File: src/rtl/spi_flash_pkg.sv
// Shared constants for the UART-to-SPI-flash sequential writer.
// Contents: SPI opcodes, writer FSM state encoding, chip-select timing
// counts, SCK divider and FIFO depth, plus a helper that gives the
// chip-select-low length of a frame.
package spi_flash_pkg;

    localparam logic [7:0] OP_WREN = 8'h06;
    localparam logic [7:0] OP_PP   = 8'h02;

    typedef logic [2:0] wr_state_t;
    localparam wr_state_t ST_IDLE      = 3'd0;
    localparam wr_state_t ST_WREN      = 3'd1;
    localparam wr_state_t ST_GAP       = 3'd2;
    localparam wr_state_t ST_PP        = 3'd3;
    localparam wr_state_t ST_PROG_WAIT = 3'd4;

    localparam int CS_SETUP   = 4;   // cs_n low to first SCK bit period
    localparam int CS_HOLD    = 4;   // last bit period to cs_n high
    localparam int CS_GAP     = 8;   // cs_n high between WREN and PP
    localparam int SCK_DIV    = 4;   // sys_clk cycles per SCK period
    localparam int WREN_BITS  = 8;
    localparam int PP_BITS    = 40;
    localparam int FIFO_DEPTH = 16;

    // Number of cycles cs_n stays low for a frame of the given bit count.
    function automatic int frame_cycles(input int bits);
        return CS_SETUP + bits * SCK_DIV + CS_HOLD;
    endfunction

endpackage

File: src/rtl/spi_flash_seq_writer_if.sv
// SPI flash bus bundle.
// Signals: sck (SPI clock, mode 0), cs_n (chip select, active low),
// mosi (serial data towards the flash).
// Modports: master drives the bus, slave observes it.
interface spi_flash_seq_writer_if;
    logic sck;
    logic cs_n;
    logic mosi;

    modport master (output sck, output cs_n, output mosi);
    modport slave  (input  sck, input  cs_n, input  mosi);
endinterface

File: src/rtl/spi_flash_seq_writer_uart_rx.sv
// UART 8N1 byte receiver.
// Ports: sys_clk, sys_rst (sync, active high), rx (async serial input),
// rx_data[7:0] (received byte), rx_valid (1-cycle pulse per good byte).
// Each bit is sampled once at mid-period; bytes with a low stop bit are
// discarded without any indication.
module uart_byte_rx #(
    parameter int CLK_FREQ = 50_000_000,
    parameter int UART_BPS = 9600
) (
    input  logic       sys_clk,
    input  logic       sys_rst,
    input  logic       rx,
    output logic [7:0] rx_data,
    output logic       rx_valid
);
    localparam int BAUD_CNT = CLK_FREQ / UART_BPS;
    localparam int BAUD_W   = $clog2(BAUD_CNT + 1);

    logic              rx_s1, rx_s2, rx_s3;
    logic              busy;
    logic [BAUD_W-1:0] baud_cnt;
    logic [3:0]        bit_cnt;    // 0 = start, 1..8 = data, 9 = stop
    logic [7:0]        shift;
    logic              mid_bit;

    assign mid_bit = (baud_cnt == BAUD_W'(BAUD_CNT / 2));

    // NOTE: state is updated with non-blocking assignments so every flop
    // samples pre-edge values regardless of statement order.
    always_ff @(posedge sys_clk) begin
        if (sys_rst) begin
            rx_s1    <= 1'b1;
            rx_s2    <= 1'b1;
            rx_s3    <= 1'b1;
            busy     <= 1'b0;
            baud_cnt <= '0;
            bit_cnt  <= '0;
            shift    <= '0;
            rx_data  <= '0;
            rx_valid <= 1'b0;
        end else begin
            rx_s1    <= rx;
            rx_s2    <= rx_s1;
            rx_s3    <= rx_s2;
            rx_valid <= 1'b0;
            if (!busy) begin
                if (rx_s3 && !rx_s2) begin
                    busy     <= 1'b1;
                    baud_cnt <= '0;
                    bit_cnt  <= '0;
                end
            end else begin
                if (baud_cnt == BAUD_W'(BAUD_CNT - 1)) begin
                    baud_cnt <= '0;
                    bit_cnt  <= bit_cnt + 4'd1;
                end else begin
                    baud_cnt <= baud_cnt + BAUD_W'(1);
                end
                if (mid_bit) begin
                    if (bit_cnt >= 4'd1 && bit_cnt <= 4'd8) begin
                        shift <= {rx_s2, shift[7:1]};
                    end else if (bit_cnt == 4'd9) begin
                        // Go idle at mid-stop so a back-to-back start edge is seen.
                        busy     <= 1'b0;
                        baud_cnt <= '0;
                        bit_cnt  <= '0;
                        if (rx_s2) begin
                            rx_data  <= shift;
                            rx_valid <= 1'b1;
                        end
                    end
                end
            end
        end
    end

endmodule

File: src/rtl/spi_flash_seq_writer.sv
// UART-fed sequential SPI flash writer.
// Ports: sys_clk, sys_rst (sync, active high), rx (UART 8N1 input),
// spi (master modport: sck, cs_n, mosi).
// Every received byte is queued in a 16-entry FIFO, then written to the
// flash as WREN + page program (one byte per command) at an address that
// starts at START_ADDR and increments after each program wait.
module spi_flash_seq_writer
    import spi_flash_pkg::*;
#(
    parameter int          CLK_FREQ   = 50_000_000,
    parameter int          UART_BPS   = 9600,
    parameter logic [23:0] START_ADDR = 24'h00_04_25,
    parameter int          T_PROG     = 5000
) (
    input  logic                   sys_clk,
    input  logic                   sys_rst,
    input  logic                   rx,
    spi_flash_seq_writer_if.master spi
);
    localparam int WREN_LEN = frame_cycles(WREN_BITS);
    localparam int PP_LEN   = frame_cycles(PP_BITS);
    localparam int CNT_MAX  = (T_PROG > PP_LEN) ? T_PROG : PP_LEN;
    localparam int CNT_W    = $clog2(CNT_MAX + 1);
    localparam int AW       = $clog2(FIFO_DEPTH);

    logic [7:0] rx_data;
    logic       rx_valid;

    uart_byte_rx #(.CLK_FREQ(CLK_FREQ), .UART_BPS(UART_BPS)) u_rx (
        .sys_clk (sys_clk),
        .sys_rst (sys_rst),
        .rx      (rx),
        .rx_data (rx_data),
        .rx_valid(rx_valid)
    );

    // ---------------- FIFO ----------------
    logic [7:0]  fifo_mem [FIFO_DEPTH];
    logic [AW:0] wr_ptr, rd_ptr;    // extra MSB separates full from empty
    logic        fifo_empty, fifo_full, push, pop;
    wr_state_t   state;

    assign fifo_empty = (wr_ptr == rd_ptr);
    assign fifo_full  = (wr_ptr[AW-1:0] == rd_ptr[AW-1:0]) && (wr_ptr[AW] != rd_ptr[AW]);
    assign push       = rx_valid && !fifo_full;
    assign pop        = (state == ST_IDLE) && !fifo_empty;

    // NOTE: storage has no reset; emptiness is defined by the pointers alone.
    always_ff @(posedge sys_clk) begin
        if (push) fifo_mem[wr_ptr[AW-1:0]] <= rx_data;
    end

    always_ff @(posedge sys_clk) begin
        if (sys_rst) begin
            wr_ptr <= '0;
            rd_ptr <= '0;
        end else begin
            if (push) wr_ptr <= wr_ptr + (AW+1)'(1);
            if (pop)  rd_ptr <= rd_ptr + (AW+1)'(1);
        end
    end

    // ---------------- writer FSM ----------------
    logic [CNT_W-1:0] cnt, last_cnt;
    logic [23:0]      addr;
    logic [7:0]       data_q;
    logic [39:0]      sh;           // outgoing frame, MSB on the wire first
    logic [1:0]       phase;        // position within an SCK period
    logic             shifting, bit_done, cs_n_d, sck_d, mosi_d;

    assign phase    = 2'(cnt - CNT_W'(CS_SETUP));
    assign shifting = (cnt >= CNT_W'(CS_SETUP)) &&
                      (((state == ST_WREN) && (cnt < CNT_W'(CS_SETUP + WREN_BITS * SCK_DIV))) ||
                       ((state == ST_PP)   && (cnt < CNT_W'(CS_SETUP + PP_BITS   * SCK_DIV))));
    assign bit_done = shifting && (phase == 2'd3);
    assign cs_n_d   = !((state == ST_WREN) || (state == ST_PP));
    assign sck_d    = shifting && phase[1];     // low for phases 0-1, high for 2-3
    assign mosi_d   = shifting && sh[39];       // changes only at phase 0

    // NOTE: every always_comb output gets a default first so no latch is inferred.
    always_comb begin
        last_cnt = '0;
        case (state)
            ST_WREN:      last_cnt = CNT_W'(WREN_LEN - 1);
            ST_GAP:       last_cnt = CNT_W'(CS_GAP - 1);
            ST_PP:        last_cnt = CNT_W'(PP_LEN - 1);
            ST_PROG_WAIT: last_cnt = CNT_W'(T_PROG - 1);
            default:      last_cnt = '0;
        endcase
    end

    always_ff @(posedge sys_clk) begin
        if (sys_rst) begin
            state    <= ST_IDLE;
            cnt      <= '0;
            addr     <= START_ADDR;
            data_q   <= '0;
            sh       <= '0;
            spi.sck  <= 1'b0;
            spi.cs_n <= 1'b1;
            spi.mosi <= 1'b0;
        end else begin
            // Pins are registered copies of the decoded state.
            spi.sck  <= sck_d;
            spi.cs_n <= cs_n_d;
            spi.mosi <= mosi_d;
            if (bit_done) sh <= {sh[38:0], 1'b0};

            if (state == ST_IDLE) begin
                if (!fifo_empty) begin
                    data_q <= fifo_mem[rd_ptr[AW-1:0]];
                    sh     <= {OP_WREN, 32'h0};
                    state  <= ST_WREN;
                    cnt    <= '0;
                end
            end else if (cnt == last_cnt) begin
                cnt <= '0;
                case (state)
                    ST_WREN: state <= ST_GAP;
                    ST_GAP: begin
                        state <= ST_PP;
                        sh    <= {OP_PP, addr, data_q};
                    end
                    ST_PP:   state <= ST_PROG_WAIT;
                    default: begin
                        addr  <= addr + 24'd1;
                        state <= ST_IDLE;
                    end
                endcase
            end else begin
                cnt <= cnt + CNT_W'(1);
            end
        end
    end

endmodule

File: src/flat_wrapper.sv
// flat-port wrapper written by rule: the top's interface ports become plain ports
module spi_flash_seq_writer_flat import spi_flash_pkg::*;
#(
    parameter int          CLK_FREQ   = 50_000_000,
    parameter int          UART_BPS   = 9600,
    parameter logic [23:0] START_ADDR = 24'h00_04_25,
    parameter int          T_PROG     = 5000
)
  (sys_clk, sys_rst, rx, spi_sck, spi_cs_n, spi_mosi);
  spi_flash_seq_writer_if spi_i ();
  input  logic sys_clk;
  input  logic sys_rst;
  input  logic rx;
  output wire logic [$bits(spi_i.sck)-1:0] spi_sck;
  output wire logic [$bits(spi_i.cs_n)-1:0] spi_cs_n;
  output wire logic [$bits(spi_i.mosi)-1:0] spi_mosi;
  assign spi_sck = spi_i.sck;
  assign spi_cs_n = spi_i.cs_n;
  assign spi_mosi = spi_i.mosi;
  spi_flash_seq_writer #(.CLK_FREQ(CLK_FREQ), .UART_BPS(UART_BPS), .START_ADDR(START_ADDR), .T_PROG(T_PROG)) u_core (.sys_clk(sys_clk), .sys_rst(sys_rst), .rx(rx), .spi(spi_i));
endmodule
File: config.mk
export PLATFORM = sky130hd
export DESIGN_NAME = spi_flash_seq_writer_flat
export DESIGN_NICKNAME = d
export VERILOG_FILES = /design/src/rtl/spi_flash_pkg.sv /design/src/rtl/spi_flash_seq_writer_if.sv /design/src/rtl/spi_flash_seq_writer_uart_rx.sv /design/src/rtl/spi_flash_seq_writer.sv /design/src/flat_wrapper.sv
export SDC_FILE = /design/constraint.sdc
export NUM_CORES = 1
export LEC_CHECK = 0
export BUFFER_PORTS_ARGS = -buffer_cell sky130_fd_sc_hd__buf_2
export CAP_MARGIN = 20
export CELL_PAD_IN_SITES_DETAIL_PLACEMENT = 0
export CELL_PAD_IN_SITES_GLOBAL_PLACEMENT = 1
export CORE_ASPECT_RATIO = 0.6
export CORE_MARGIN = 4
export CORE_UTILIZATION = 48
export CTS_CLUSTER_SIZE = 8
export DETAILED_ROUTE_END_ITERATION = 8
export PLACE_DENSITY = 0.85
export SLEW_MARGIN = 20
export SYNTH_ARGS = -nofsm -noshare
export SYNTH_HDL_FRONTEND = slang
export SYNTH_SLANG_ARGS = --single-unit
File: constraint.sdc
create_clock -name sys_clk -period 2.5 [get_ports sys_clk]
set_input_delay 0.25 -clock sys_clk [delete_from_list [all_inputs] [get_ports sys_clk]]
set_output_delay 0.25 -clock sys_clk [all_outputs]
set_load 0.03 [all_outputs]
Word-level counts from Yosys, hierarchy flattened
Memories as Yosys holds them, arrays and structs flattened. A register that Yosys moved wholly into a read port is not among the register bits.
Cells that the tools add are included.
{"block": "word_totals", "mem_count": 1, "out_inout_bits": 3, "reg_bits": 131, "latchBits": 0, "rom_bits": 0, "ramBits": 128, "wordCells": 111}
{"block": "op_classes", "div": 0, "magnitude_cmp": 5, "bitwise": 7, "shift": 0, "mux": 33, "n_mul": 0, "addsub": 7, "reduce_logical": 27, "eq_ne": 13}
{"name": "u_core.fifo_mem", "words": 16, "width": 8, "rd": 1, "rd_ports_with_merged_regs": 1, "write_ports": 1, "line": "spi_flash_seq_writer.sv:38", "text": "logic [7:0] fifo_mem [FIFO_DEPTH];"}
{"op": "40-bit 2-to-1 mux", "n": 5}
{"op": "13-bit 2-to-1 mux", "n": 9}
{"op": "13-bit case mux with 4 select lines", "n": 1}
{"op": "13-bit by 1-bit adder with 13-bit output, second input constant", "n": 2}
{"op": "24-bit by 1-bit adder with 24-bit output, second input constant", "n": 1}
{"op": "4-bit 2-to-1 mux", "n": 6}
{"op": "13-bit by 12-bit equality test with 1-bit output, second input constant", "n": 1}
{"op": "13-bit equality test", "n": 1}
{"op": "13-bit equality test, second input constant", "n": 1}
{"op": "13-bit by 3-bit greater-or-equal comparator with 1-bit output, second input constant", "n": 1}
{"op": "13-bit by 6-bit less-than comparator with 1-bit output, second input constant", "n": 1}
{"op": "13-bit by 8-bit less-than comparator with 1-bit output, second input constant", "n": 1}
{"op": "1-bit logical AND", "n": 11}
{"op": "5-bit by 1-bit adder with 5-bit output, second input constant", "n": 2}
{"op": "3-bit 2-to-1 mux", "n": 3}
{"op": "3-bit case mux with 3 select lines", "n": 1}
{"op": "1-bit 2-to-1 mux", "n": 8}
{"op": "1-bit inverter", "n": 7}
{"op": "3-bit by 2-bit equality test with 1-bit output, second input constant", "n": 2}
{"op": "3-bit AND reduction", "n": 2}
{"op": "5-bit equality test", "n": 1}
{"op": "5-bit AND reduction", "n": 1}
{"op": "5-bit OR reduction", "n": 1}
{"op": "4-bit by 1-bit adder with 4-bit output, second input constant", "n": 1}
{"op": "other kinds (16)", "n": 22}

Depth between registers and ports, before layout
Gate-level depths: netlist of the first run.
{"block": "depth", "depth_word": 9, "ltp_mapped": 9}

Hierarchy
A second synthesis of the first run with hierarchy kept.
{"block": "hier_totals", "cells_unflattened": 908, "hier_area_um2": 11292.1}
{"module": "spi_flash_seq_writer", "seq_area_each_um2": 5865.6, "instances": 1, "area_each_um2": 9482.8, "cells_each": 710}
{"module": "uart_byte_rx", "seq_area_each_um2": 760.7, "instances": 1, "area_each_um2": 1809.2, "cells_each": 198}

Least setup slack after synthesis of the first run
Ideal clock, no wire load.
{"block": "synth_timing", "path_kind": "register -> register", "from": "reg u_core.rd_ptr[0]", "to": "mem u_core.fifo_mem[1][0], enable pin", "slack_ps": 180, "period_less_slack_ps": 2320, "t_required_ps": 2117, "path_stages_with_launch": 7, "t_arrival_ps": 1937, "path_cell_list": "dfxtp_1 > clkbuf_1 > xnor2_1 > nand4_1 > o21a_1 > nand2_1 > nor3_1"}
{"block": "synth_via", "elab_chain_len": 6}
{"element": "start, declared", "line": "spi_flash_seq_writer.sv:39", "text": "logic [AW:0] wr_ptr, rd_ptr;"}
{"element": "start signal, assigned", "line": "spi_flash_seq_writer.sv:59", "text": "if (pop) rd_ptr <= rd_ptr + (AW+1)'(1);"}
{"element": "4-bit equality test", "line": "spi_flash_seq_writer.sv:44", "text": "assign fifo_full = (wr_ptr[AW-1:0] == rd_ptr[AW-1:0]) && (wr_ptr[AW] != rd_ptr[AW]);"}
{"element": "1-bit logical AND", "line": "spi_flash_seq_writer.sv:44"}
{"element": "1-bit zero test", "line": "spi_flash_seq_writer.sv:45", "text": "assign push = rx_valid && !fifo_full;"}
{"element": "1-bit logical AND", "line": "spi_flash_seq_writer.sv:45"}
{"element": "1-bit 2-to-1 mux", "line": "spi_flash_seq_writer.sv:50", "text": "if (push) fifo_mem[wr_ptr[AW-1:0]] <= rx_data;"}
{"element": "1-bit 2-to-1 mux (implied by the code)", "line": "spi_flash_seq_writer.sv:50"}
{"element": "end, declared", "line": "spi_flash_seq_writer.sv:38"}
No other way between the ends.

Final worst setup path of the first run
{"block": "layout_timing", "from": "reg u_core.state[1]", "to": "reg u_core.sh[8]"}
{"block": "layout_via", "elab_chain_len": 9, "word_cells_on_any_way": 17, "classes_between": "5 x eq/ne; 6 x mux; 6 x reduce/logical"}
{"element": "start, declared", "line": "spi_flash_seq_writer.sv:41", "text": "wr_state_t state;"}
{"element": "start signal, assigned", "line": "spi_flash_seq_writer.sv:94", "text": "state <= ST_IDLE;"}
{"element": "start signal, assigned", "line": "spi_flash_seq_writer.sv:113", "text": "state <= ST_WREN;"}
{"element": "start signal, assigned", "line": "spi_flash_seq_writer.sv:119", "text": "ST_WREN: state <= ST_GAP;"}
{"element": "branches (longest 8 deep; another with 40-bit 2-to-1 mux)"}
{"element": "40-bit 2-to-1 mux *", "line": "spi_flash_seq_writer.sv:109", "text": "if (state == ST_IDLE) begin"}
{"element": "end signal, assigned", "line": "spi_flash_seq_writer.sv:107", "text": "if (bit_done) sh <= {sh[38:0], 1'b0};"}
{"element": "end signal, assigned", "line": "spi_flash_seq_writer.sv:112", "text": "sh <= {OP_WREN, 32'h0};"}
{"element": "end signal, assigned", "line": "spi_flash_seq_writer.sv:122", "text": "sh <= {OP_PP, addr, data_q};"}
{"element": "end, declared", "line": "spi_flash_seq_writer.sv:67", "text": "logic [39:0] sh;"}
Every way passes the cells marked *.
A chain may end at the register's enable or synchronous reset.

==> results of run 1 <==
worst paths after layout:
kind,slack (ns),cells after the start,end
setup / recovery,0.11,8,u_core.sh[8]
hold / removal,0.26,3,u_core.wr_ptr[3]
setup reg to reg,0.11,8,u_core.sh[8]
hold reg to reg,0.41,1,u_core.u_rx.rx_s2
kinds of logic after synthesis:
group / Yosys count / share of synthesized area (%)
flip-flops: 267 / 57.22
multiplexers: 114 / 14.22
buffers and inverters: 76 / 3.166
XOR/XNOR: 22 / 1.664
AND/OR/NAND/NOR: 283 / 12.86
adder cells (fa/ha/maj): 13 / 1.405
AO/OA/AOI/OAI: 135 / 9.465
cell usage after synthesis, types with 3 or more instances:
master,count
sky130_fd_sc_hd__a211o_1,3
sky130_fd_sc_hd__a21oi_1,10
sky130_fd_sc_hd__a31oi_1,5
sky130_fd_sc_hd__and3_1,15
sky130_fd_sc_hd__and4_1,3
sky130_fd_sc_hd__buf_1,4
sky130_fd_sc_hd__buf_2,8
sky130_fd_sc_hd__buf_6,9
sky130_fd_sc_hd__clkbuf_1,34
sky130_fd_sc_hd__dfxtp_1,139
sky130_fd_sc_hd__edfxtp_1,128
sky130_fd_sc_hd__ha_1,13
sky130_fd_sc_hd__inv_1,20
sky130_fd_sc_hd__mux2_2,4
sky130_fd_sc_hd__mux2i_1,70
sky130_fd_sc_hd__mux4_2,40
sky130_fd_sc_hd__nand2_1,45
sky130_fd_sc_hd__nand2b_1,4
sky130_fd_sc_hd__nand3_1,27
sky130_fd_sc_hd__nand4_1,15
sky130_fd_sc_hd__nor2_1,81
sky130_fd_sc_hd__nor2b_1,7
sky130_fd_sc_hd__nor3_1,21
sky130_fd_sc_hd__nor4_1,7
sky130_fd_sc_hd__nor4_2,3
sky130_fd_sc_hd__nor4b_1,4
sky130_fd_sc_hd__o2111ai_1,5
sky130_fd_sc_hd__o211ai_1,6
sky130_fd_sc_hd__o21ai_0,18
sky130_fd_sc_hd__o2bb2ai_1,30
sky130_fd_sc_hd__o311ai_0,8
sky130_fd_sc_hd__o311ai_1,5
sky130_fd_sc_hd__o31ai_1,10
sky130_fd_sc_hd__o41ai_1,6
sky130_fd_sc_hd__or2_2,20
sky130_fd_sc_hd__or3_1,10
sky130_fd_sc_hd__or4_1,7
sky130_fd_sc_hd__xnor2_1,11
sky130_fd_sc_hd__xor2_1,11
registers in the layout, summed over array words and instances, names as in the netlist, 3 cells and up, named ones only:
signal,count
u_core.fifo_mem,128
u_core.sh,35
u_core.addr,24
u_core.cnt,13
u_core.u_rx.baud_cnt,13
u_core.data_q,8
u_core.u_rx.rx_data,8
u_core.u_rx.shift,8
u_core.rd_ptr,5
u_core.wr_ptr,5
u_core.u_rx.bit_cnt,4
u_core.state,3
cell usage in the layout (no fill, tap or decap), types with 21 or more instances in the layout:
cell                          n
sky130_fd_sc_hd__mux2i_1     70
sky130_fd_sc_hd__mux4_2      40
sky130_fd_sc_hd__nor2_1      81
sky130_fd_sc_hd__nand3_1     27
sky130_fd_sc_hd__clkbuf_16   40
sky130_fd_sc_hd__o2bb2ai_1   30
sky130_fd_sc_hd__edfxtp_1   128
sky130_fd_sc_hd__buf_4       49
sky130_fd_sc_hd__nor3_1      21
sky130_fd_sc_hd__dfxtp_1    138
sky130_fd_sc_hd__nand2_1     45
where the power goes:
group	switching (mW)	internal, mW	leakage, nW
clock	1.88	2.89	0.528
combinational	1.33	0.932	1.75
sequential	0.0715	4.64	2.31
what timing repair did:
item                                    in CTS  in global routing
hold buffers                                 1                  0
buffers inserted                             0                  1
endpoints found under the setup margin       0                 23
resized for setup                            0                  4
hold endpoints to repair                     1                  0
layout make-up:
cell class	count	area, um2	share of cell area (%)
clock inverter	4	60.06	0.4498
tap	315	394.1	2.952
timing repair buffer	61	528.0	3.954
multi-input combinational	567	4617	34.58
clock buffer	59	1051	7.871
sequential	267	6628	49.63
inverter	20	75.07	0.5622
per-stage QoR:
stage / cells / setup WS, ns / utilization (%) / total power, mW / hold WS [ns]
6_report: 1293 / 0.1119 / 57.05 / 11.74 / 0.2580
5_1_grt: 1293 / 0.01745 / 57.05 / 12.23 / 0.2688
4_1_cts: 1291 / 0.1116 / 56.89 / 11.79 / 0.2384
3_5_place_dp: 1227 / 0.1218 / 52.10 / 6.987 / 0.4052
3_3_place_gp: 1227 / 0.2064 / 52.10 / 6.945 / 0.4020
2_1_floorplan: 910 / 0.1797 / - / 6.298 / 0.3538
per-layer routing:
metal | vias to the layer above | track usage, %
met4 | 0 | 4.979
met2 | 281 | 27.00
met1 | 3753 | 30.88
met3 | 39 | 5.894
met5 | - | 0
li1 | 3581 | -
critical path: cells and delay by family (launching register included):
family | cells | cell delay [ns]
AOI/OAI and AO/OA | 3 | 0.74
DFF | 1 | 0.36
buffers and inverters | 3 | 0.58
and+or+nand+nor | 2 | 0.62
==> metrics, run 1 <==
Placer Congestion=0.8334; DRC marker count from the first detailed-route iteration=802; level count of the clock H-tree=2; RSZ-0062 raised after global routing=false; final-stage net count=972; half-perimeter wire length after placement=17.34 mm; static leakage power=4.587 nW; Sink Count=267; amount of wire on met3 after detailed routing=2.497 mm; routed vias=7654; sequential element share of the synthesized area=57.22%; first-pass GRT wire length=41.91 mm; crit path launch=u_core.state[1]; TritonCTS buffer count=39; min Tclk post-route=2.388 ns; Post-synth top flop=sky130_fd_sc_hd__dfxtp_1; starting density of the core=49.48%; Critical Path Slowest Stage Cell=sky130_fd_sc_hd__or3_4; number of synthesized flops with an enable pin=128; Area growth, synth to finish=15.31%; synthesized netlist cell count=910; area leader, netlist=sky130_fd_sc_hd__edfxtp_1; Synth top area share=33.19%; DR top layer=met4; post-DR wirelength/cell=20.53 um; worst clock skew=0.01253 ns; Pwr Density=879.2 mW/mm2; Die Area=0.02676 mm2; count of inserted antenna diode cells=0; outcome=complete, no violations; wire length the detailed router placed on met1=12.95 mm; Max VDD drop=0.5701 mV; Max Root-Sink Buffers=3; clock-pin slew on the worst setup and hold paths=0.05 ns; overflow left after global routing=0; transition time at the pin with the least slew margin=0.9283 ns; worst-skew pair later-pin latency=0.53 ns; Fill cells=1911; flop and latch count out of synthesis=267; start of the worst register-to-register path=u_core.state[1]; crit path kind=reg2reg; launch point of the worst hold path=sys_rst; row count=43; Hold Vio Cnt, Final=0; routed wire length on met2=10.72 mm; ranking of synthesized cells by area=sky130_fd_sc_hd__edfxtp_1 (33%), sky130_fd_sc_hd__dfxtp_1 (24%), sky130_fd_sc_hd__mux4_2 (7.8%), sky130_fd_sc_hd__mux2i_1 (6.1%), sky130_fd_sc_hd__nor2_1 (2.6%); total of buffers placed on input and output ports=5; detailed-route wire length=26.55 mm; worst min-delay path category=in2reg; peak clock frequency supported by timing=418.7 MHz; Die Wd=208.5 um; CP peak stage delay=0.42 ns; final setup fails=0; root buffer selected by CTS=sky130_fd_sc_hd__clkbuf_16; drt drc=0; vertical die dimension=128.3 um; fraction of final layout cells sized beyond drive strength 1=18.61%; Required @ worst endpoint=2.95 ns; Area after DPL=0.01219 mm2; Syn Nets=926; worst max-slew margin expressed relative to the limit=37.88%; final number of max-transition violations=0; series of cell instances along the critical path=or3_4, a2111oi_4, o2111ai_4, buf_12, nor4b_4, buf_4, clkbuf_16, o2bb2ai_1; Routed Antenna Nets=0; Top-Level Pins=6; largest net degree at the start of global routing=88; Max Cap Viol=0; global-route usage over all layers=19.82%; highest fanout seen on the critical path=18; post-synthesis cell type count=72; iteration count of the initial detailed-routing pass=5; Mapped Avg Cell Area=12.73 um2; area of the core=0.02340 mm2; data arrival at the endpoint of the critical path=2.84 ns; final std cell area, no fill=0.01335 mm2; setup TNS=0 ns; clock tree from TritonCTS=done; Avg Vias per Cell=5.920; endpoint kind of the worst setup timing path=register; warning count from the yosys run=0; crit start category=register; vias in the first global route=7356; final critical-path share of the clock period=95.53%; number of antenna violations at the first check in global routing=0; Synth async-reset ratio=0%; cell area after technology mapping=0.01158 mm2
(Power assumes the default switching activity.)
==> run 2, diff against run 1 <==
--- a/config.mk
+++ b/config.mk
@@ -5,16 +5,18 @@
 export SDC_FILE = /design/constraint.sdc
 export NUM_CORES = 1
 export LEC_CHECK = 0
+export ABC_AREA = 1
 export BUFFER_PORTS_ARGS = -buffer_cell sky130_fd_sc_hd__buf_2
 export CAP_MARGIN = 20
 export CELL_PAD_IN_SITES_DETAIL_PLACEMENT = 0
 export CELL_PAD_IN_SITES_GLOBAL_PLACEMENT = 1
 export CORE_ASPECT_RATIO = 0.6
 export CORE_MARGIN = 4
-export CORE_UTILIZATION = 48
+export CORE_UTILIZATION = 44
 export CTS_CLUSTER_SIZE = 8
 export DETAILED_ROUTE_END_ITERATION = 8
 export PLACE_DENSITY = 0.85
+export SETUP_SLACK_MARGIN = 0.5
 export SLEW_MARGIN = 20
 export SYNTH_ARGS = -nofsm -noshare
 export SYNTH_HDL_FRONTEND = slang
==> run 2 against run 1 <==
  * Clock power barely moved
  * Register-to-register slack improved by 0.52 ns
  * Combinational power rose by 52%
  * Via count rose by 38%
  * Largest power group is now registers
  * Sequential power rose by 3%
  * Largest cell class unchanged
==> metrics, run 2 <==
highest fanout seen on the critical path=11 (-7); fraction of power spent switching nets=33.34% (+5.5 points); worst min-delay path category=reg2reg; Required @ worst endpoint=2.95 ns (about the same); Area growth, synth to finish=14.24%; logic depth of the worst setup path including buffers=11 (+3); top-count cell post-synth=sky130_fd_sc_hd__nand2_1; worst clock skew=0.01593 ns (+0.003403 ns); capture point of the worst reg-to-reg path=u_core.addr[3]; Placer Congestion=0.8719 (+4.6%); largest net degree at the start of global routing=46 (-48%); Top-Level Pins=6 (unchanged); crit path to=u_core.addr[3]; WHS=0.4119 ns (+0.1539 ns); crit path kind=reg2reg; level count of the clock H-tree=2 (unchanged); total of buffers placed on input and output ports=5 (unchanged); endpoint kind of the worst setup timing path=register; area leader, netlist=sky130_fd_sc_hd__edfxtp_1; outcome=complete, no violations; Pwr Density=893.8 mW/mm2 (+1.7%); Max VDD drop=0.4702 mV (-18%); highest-count cells in the layout ignoring fill and taps=sky130_fd_sc_hd__nand2_1 (354), sky130_fd_sc_hd__nor2_1 (242), sky130_fd_sc_hd__inv_1 (135); most common cell type on the critical path=sky130_fd_sc_hd__nand2_1; Clock power frac=36.6% (-4.0 points); Critical Path Slowest Stage Cell=sky130_fd_sc_hd__dfxtp_2; Synth top area share=30.08% (-3.1 points); final-stage net count=1607 (+65%); leading cell type in the layout, fill and taps excluded=sky130_fd_sc_hd__nand2_1; Max Root-Sink Buffers=3 (unchanged); flop and latch count out of synthesis=267 (unchanged); number of synthesized flops with an enable pin=128 (unchanged); final setup margin=0.6301 ns (+0.5183 ns); count of inserted antenna diode cells=0 (unchanged); most common library cells after synthesis=sky130_fd_sc_hd__nand2_1 (355), sky130_fd_sc_hd__nor2_1 (248), sky130_fd_sc_hd__dfxtp_1 (139); area taken by flip-flops and latches=0.006636 mm2 (+0.13%); global-route usage over all layers=19.33% (-0.49 points); row count=48 (+12%); vias in the first global route=9530 (+30%); crit start category=register; depth of the worst register-to-register path=11 (+3); first-pass GRT wire length=50.67 mm (+21%); combinational fraction of design power=26.3% (+7.1 points); iteration count of the initial detailed-routing pass=5 (unchanged); half-perimeter wire length after placement=20.54 mm (+18%); Mapped Avg Cell Area=8.150 um2 (-36%); static leakage power=5.168 nW (+13%); cell area after technology mapping=0.01278 mm2 (+10%); final number of max-transition violations=0 (unchanged); detailed-route wire length=31.67 mm (+19%); root buffer selected by CTS=sky130_fd_sc_hd__clkbuf_16; setup TNS=0 ns (unchanged); cell family with the largest share of critical-path delay=simple AND/OR/NAND/NOR gates; area of the core=0.02871 mm2 (+23%); CP bufs+invs=2 (-1); Die Area=0.03193 mm2 (+19%); peak clock frequency supported by timing=534.8 MHz (+28%); worst-skew pair later-pin latency=0.53 ns (about the same); min Tclk post-route=1.870 ns (-0.5183 ns); TritonCTS buffer count=39 (unchanged); Syn Nets=1584 (+71%); Post-synth top flop=sky130_fd_sc_hd__dfxtp_1; post-synthesis cell type count=39 (-46%); Die Wd=228.0 um (+9.4%); power dissipated by switching net loads=4.351 mW (+33%); overflow left after global routing=0 (unchanged); Hold Vio Cnt, Final=0 (unchanged); worst slack at placement=0.4329 ns (+0.3111 ns); transition time at the pin with the least slew margin=0.8184 ns (-0.1099 ns); warning count from the yosys run=0 (unchanged); internal power contribution=8.697 mW (+2.7%); multi-input combinational cell area=0.005301 mm2 (+15%); CP peak stage delay=0.42 ns (about the same); Synth async-reset ratio=0% (unchanged); start of the worst register-to-register path=u_core.state[2]; Routed Antenna Nets=0 (unchanged); Area after DPL=0.01325 mm2 (+8.7%); Sink Count=267 (unchanged); fraction of final layout cells sized beyond drive strength 1=10.69% (-7.9 points); routed vias=10.53k (+38%); flop-to-flop setup slack=0.63 ns (+0.52 ns); vertical die dimension=140.0 um (+9.1%); number of antenna violations at the first check in global routing=0 (unchanged); final std cell area, no fill=0.01460 mm2 (+9.3%); synthesized netlist cell count=1568 (+72%); crit path launch=u_core.state[2]; starting density of the core=44.52% (-5.0 points); clock-pin slew on the worst setup and hold paths=0.05 ns (about the same); post-DR wirelength/cell=15.96 um (-22%); RSZ-0062 raised after global routing=true; data arrival at the endpoint of the critical path=2.32 ns (-0.52 ns); clock tree from TritonCTS=done; share of total power in sequential cells=37.2% (-2.9 points); sequential element share of the synthesized area=51.85% (-5.4 points); number of flip-flops under the largest register name=128 (unchanged); final setup fails=0 (unchanged); final critical-path share of the clock period=74.80% (-21 points); drt drc=0 (unchanged); worst max-slew margin expressed relative to the limit=45.36% (+7.5 points); DRC marker count from the first detailed-route iteration=1060 (+32%); Fill cells=2653 (+39%); series of cell instances along the critical path=clkinv_4, nand3_1, nand2_1, nor2_1, nand2_1, nor2_4, nand2_4, nor2_8, clkbuf_16, nand2_1, a21oi_1; Avg Vias per Cell=5.306 (-10%); final core utilization=50.85% (-6.2 points); ranking of synthesized cells by area=sky130_fd_sc_hd__edfxtp_1 (30%), sky130_fd_sc_hd__dfxtp_1 (22%), sky130_fd_sc_hd__nand2_1 (10%), sky130_fd_sc_hd__nor2_1 (7.3%), sky130_fd_sc_hd__inv_1 (4.0%); Max Cap Viol=0 (unchanged)
==> run 2: cell count changes in the layout (fill, tap and decap cells not counted), moves of 16 or more <==
cell	before	now
sky130_fd_sc_hd__mux4_2	40	0
sky130_fd_sc_hd__nand2_1	45	354
sky130_fd_sc_hd__o21ai_0	17	91
sky130_fd_sc_hd__or2_2	20	2
sky130_fd_sc_hd__a21oi_1	10	69
sky130_fd_sc_hd__nor2_1	81	242
sky130_fd_sc_hd__nand4_1	15	67
sky130_fd_sc_hd__nor2_2	0	16
sky130_fd_sc_hd__a21oi_2	0	18
sky130_fd_sc_hd__inv_1	20	135
sky130_fd_sc_hd__o2bb2ai_1	30	0
sky130_fd_sc_hd__nand3_1	27	79
sky130_fd_sc_hd__mux2i_1	70	6
==> run 2: worst min path at each step <==
stage | slack, ns | to | cells after the start | startpoint
after global routing | 0.43 | u_core.u_rx.rx_s2 | 1 | u_core.u_rx.rx_s1
after CTS | 0.41 | u_core.u_rx.rx_s2 | 1 | u_core.u_rx.rx_s1
after global placement | 0.40 | u_core.u_rx.rx_s2 | 1 | u_core.u_rx.rx_s1
final | 0.41 | u_core.u_rx.rx_s2 | 1 | u_core.u_rx.rx_s1
after detailed placement | 0.40 | u_core.u_rx.rx_s2 | 1 | u_core.u_rx.rx_s1
after floorplan | 0.35 | u_core.u_rx.rx_s1 | 1 | rx
==> run 2: through the flow <==
stage | std cells | power, mW
after detailed placement | 1915 | 8.083
after floorplan | 1568 | 7.289
after global routing | 1984 | 13.76
after CTS | 1976 | 12.90
after global placement | 1915 | 8.049
final | 1984 | 13.05
==> run 2: logic make-up after synthesis <==
logic type	synth area share, %
DFF	51.85
AOI/OAI and AO/OA	9.791
and+or+nand+nor	27.54
xor gates and xnor gates	1.850
muxes	0.4700
adders and majority gates	1.273
buffers and inverters	7.225
==> run 2: routing by layer <==
metal  track usage [%]  wire length [um]  up-vias
met1             30.74             16040     4921
met5                 0                 0        -
li1                  -                 -     5257
met2             25.97             12430      299
met3             4.837              2683       51
met4             4.538               521        0
==> run 2: repair_timing <==
action                                 in CTS  in global routing
hold buffers                                2                  0
cloned                                      0                  2
setup buffers                               0                  6
endpoints found under the hold margin       2                  0
pin swaps                                   0                  4
gates resized for setup                     4                 39
setup endpoints to repair                  24                148
==> run 2: layout make-up <==
| cell class | instances | share of cell area, % |
|---|---|---|
| Clock buffer | 56 | 7.268 |
| Tap cell | 375 | 3.214 |
| Sequential cell | 267 | 45.46 |
| Multi-Input combinational cell | 1079 | 36.31 |
| Timing Repair Buffer | 61 | 3.780 |
| Inverter | 143 | 3.754 |
| Clock inverter | 3 | 0.2143 |
==> run 2: power groups by stage <==
stage / registers, mW / logic [mW] / clock network [mW]
3_5_place_dp: 4.92 / 3.16 / 0
3_3_place_gp: 4.92 / 3.13 / 0
4_1_cts: 4.83 / 3.19 / 4.88
6_report: 4.85 / 3.43 / 4.77
5_1_grt: 4.86 / 3.81 / 5.09
2_1_floorplan: 4.89 / 2.40 / 0
==> run 3, diff against run 2 <==
--- a/config.mk
+++ b/config.mk
@@ -5,17 +5,17 @@
 export SDC_FILE = /design/constraint.sdc
 export NUM_CORES = 1
 export LEC_CHECK = 0
-export ABC_AREA = 1
+export ABC_AREA = 0
 export BUFFER_PORTS_ARGS = -buffer_cell sky130_fd_sc_hd__buf_2
 export CAP_MARGIN = 20
 export CELL_PAD_IN_SITES_DETAIL_PLACEMENT = 0
 export CELL_PAD_IN_SITES_GLOBAL_PLACEMENT = 1
 export CORE_ASPECT_RATIO = 0.6
 export CORE_MARGIN = 4
-export CORE_UTILIZATION = 44
+export CORE_UTILIZATION = 53
 export CTS_CLUSTER_SIZE = 8
 export DETAILED_ROUTE_END_ITERATION = 8
-export PLACE_DENSITY = 0.85
+export PLACE_DENSITY = 0.89
 export SETUP_SLACK_MARGIN = 0.5
 export SLEW_MARGIN = 20
 export SYNTH_ARGS = -nofsm -noshare
==> constraint.sdc (replaced) <==
create_clock -name sys_clk -period 1.95 [get_ports sys_clk]
set_input_delay 0.195 -clock sys_clk [delete_from_list [all_inputs] [get_ports sys_clk]]
set_output_delay 0.195 -clock sys_clk [all_outputs]
set_load 0.03 [all_outputs]
==> run 3 against run 2 <==
  * The run now ends with negative setup slack left
  * Count of clock-buffer cells in the layout grew 4
  * Combinational power grew 28%
  * Power grew 28%
  * Via count shrank 19%
  * Maximum frequency shrank 19%
  * Sequential cell count is the same
  * Cell area grew 5.9%
  * Highest routed layer is now met5
==> metrics, run 3 (synthesis results as in run 1) <==
outcome=finished, violations left; failing checks=negative setup slack; fraction of final layout cells sized beyond drive strength 1=38.23% (+28 points); iteration count of the initial detailed-routing pass=5 (unchanged); transition time at the pin with the least slew margin=0.7844 ns (-0.03400 ns); Max VDD drop=0.9128 mV (+94%); crit start category=register; drt drc=0 (unchanged); vias in the first global route=8421 (-12%); count of inserted antenna diode cells=0 (unchanged); data arrival at the endpoint of the critical path=2.72 ns (+0.40 ns); largest net degree at the start of global routing=34 (-26%); detailed-route wire length=31.68 mm (about the same); Routed Antenna Nets=0 (unchanged); final setup fails=203 (+203); flop-to-flop setup slack=-0.35 ns (-0.98 ns); level count of the clock H-tree=2 (unchanged); Max Root-Sink Buffers=3 (unchanged); Placer Congestion=0.8245 (-5.4%); final setup margin=-0.3494 ns (-0.9795 ns); root buffer selected by CTS=sky130_fd_sc_hd__clkbuf_16; WHS=0.06555 ns (-0.3463 ns); worst min-delay path category=in2reg; final critical-path share of the clock period=117.9% (+43 points); clock tree from TritonCTS=done; half-perimeter wire length after placement=18.44 mm (-10%); final-stage net count=1089 (-32%); highest-count cells in the layout ignoring fill and taps=sky130_fd_sc_hd__edfxtp_1 (128), sky130_fd_sc_hd__dfxtp_1 (118), sky130_fd_sc_hd__buf_4 (115); Die Wd=198.8 um (-13%); overflow left after global routing=0 (unchanged); worst clock skew=0.02656 ns (+0.01063 ns); overall power of the completed layout=16.71 mW (+28%); TritonCTS buffer count=39 (unchanged); RSZ-0062 raised after global routing=true; Sink Count=267 (unchanged); depth of the worst register-to-register path=7 (-4); static leakage power=5.419 nW (+4.9%); Avg Vias per Cell=6.240 (+18%); min Tclk post-route=2.299 ns (+0.4295 ns); clock-pin slew on the worst setup and hold paths=0.05 ns (about the same); crit path to=u_core.addr[19]; number of antenna violations at the first check in global routing=1 (+1); number of flip-flops under the largest register name=128 (unchanged); crit path launch=u_core.state[0]; worst slack at placement=-0.3237 ns (-0.7566 ns); leading cell type in the layout, fill and taps excluded=sky130_fd_sc_hd__edfxtp_1; starting density of the core=54.52% (+10 points); total of buffers placed on input and output ports=5 (unchanged); crit path kind=reg2reg; start of the worst register-to-register path=u_core.state[0]; post-DR wirelength/cell=23.04 um (+44%); capture point of the worst reg-to-reg path=u_core.addr[19]; Max Cap Viol=0 (unchanged); setup TNS=-27.19 ns (-27.19 ns); vertical die dimension=122.5 um (-13%); row count=41 (-15%); Top-Level Pins=6 (unchanged); Fill cells=1360 (-49%); series of cell instances along the critical path=or3_4, a2111oi_4, o2111ai_4, buf_12, buf_6, o311a_1, a31o_1; DRC marker count from the first detailed-route iteration=765 (-28%); global-route usage over all layers=25.96% (+6.6 points); worst-skew pair later-pin latency=0.54 ns (about the same); endpoint kind of the worst setup timing path=register; area of the core=0.02124 mm2 (-26%); worst max-slew margin expressed relative to the limit=47.63% (+2.3 points); Pwr Density=1081 mW/mm2 (+21%); peak clock frequency supported by timing=434.9 MHz (-19%); CP peak stage delay=0.44 ns (+0.02 ns); Critical Path Slowest Stage Cell=sky130_fd_sc_hd__a2111oi_4; Required @ worst endpoint=2.37 ns (-0.58 ns); Area growth, synth to finish=33.48%; routed vias=8580 (-19%); Hold Vio Cnt, Final=0 (unchanged); first-pass GRT wire length=48.70 mm (-3.9%); highest fanout seen on the critical path=11 (unchanged); final number of max-transition violations=0 (unchanged); Die Area=0.02436 mm2 (-24%)
-- run 3: cell types whose count changed in the layout (fill, tap and decap cells not counted), sizes merged, moves of 18 or more --
cell,previous run,this run
nand2,362,45
nor2,264,81
buf,57,177
inv,142,22
a21oi,87,10
o21ai,91,19
mux2i,6,70
nand3,82,27
nand4,67,15
mux4,0,40
o2bb2ai,0,32
or2,2,20
-- run 3: worst min path at each step --
stage	startpoint	end	slack (ns)	cells past startpoint
after CTS	sys_rst	u_core.rd_ptr[0]	0.03	2
final	sys_rst	u_core.rd_ptr[3]	0.07	2
after floorplan	rx	u_core.u_rx.rx_s1	0.30	1
after global placement	u_core.u_rx.rx_s1	u_core.u_rx.rx_s2	0.39	1
after detailed placement	u_core.u_rx.rx_s1	u_core.u_rx.rx_s2	0.39	1
after global routing	sys_rst	u_core.sh[33]	0.07	2
-- run 3: what timing repair did --
item,4_1_cts,5_1_grt
endpoints found under the hold margin,1,0
setup endpoints to repair,263,263
gates resized for setup,82,61
pin swaps,39,43
buffers inserted,41,9
gates cloned,3,0
hold buffers,1,0
-- run 3: worst max-delay path: cells and delay by family (launching register included) --
family,cells,cell delay (ns)
flops,1,0.33
buf+inv,2,0.33
simple gates,1,0.40
compound gates,4,1.11
-- run 3: power breakdown --
part	switching, mW	internal, mW
combinational	2.29	2.09
sequential	0.113	5.94
clock	2.53	3.74
-- run 3: stage by stage --
step | util (%) | std cells | cell area (um2)
floorplan | - | 910 | 12050
global placement | 61.73 | 1257 | 13110
detailed placement | 61.73 | 1257 | 13110
CTS | 71.06 | 1366 | 15090
global route | 72.78 | 1375 | 15460
finish | 72.78 | 1375 | 15460
-- run 3: cell type report --
cell class	instances	area, um2	share of cell area [%]
well taps	279	349.1	2.258
repair buffers	178	1809	11.70
flip-flops and latches	267	6673	43.17
clock buffers	60	1055	6.824
inverters	20	80.08	0.5181
clock inverters	4	77.57	0.5019
multi-input cells	567	5414	35.03
-- run 3: per-layer routing --
layer | vias to the layer above | global-route usage, % | wire length, um | share of wire, %
li1 | 3845 | - | - | -
met1 | 4253 | 39.28 | 13950 | 44
met2 | 409 | 38.20 | 14300 | 45
met3 | 71 | 5.405 | 2619 | 8.3
met4 | 2 | 7.344 | 788 | 2.5
met5 | - | 0 | 13 | 0.041
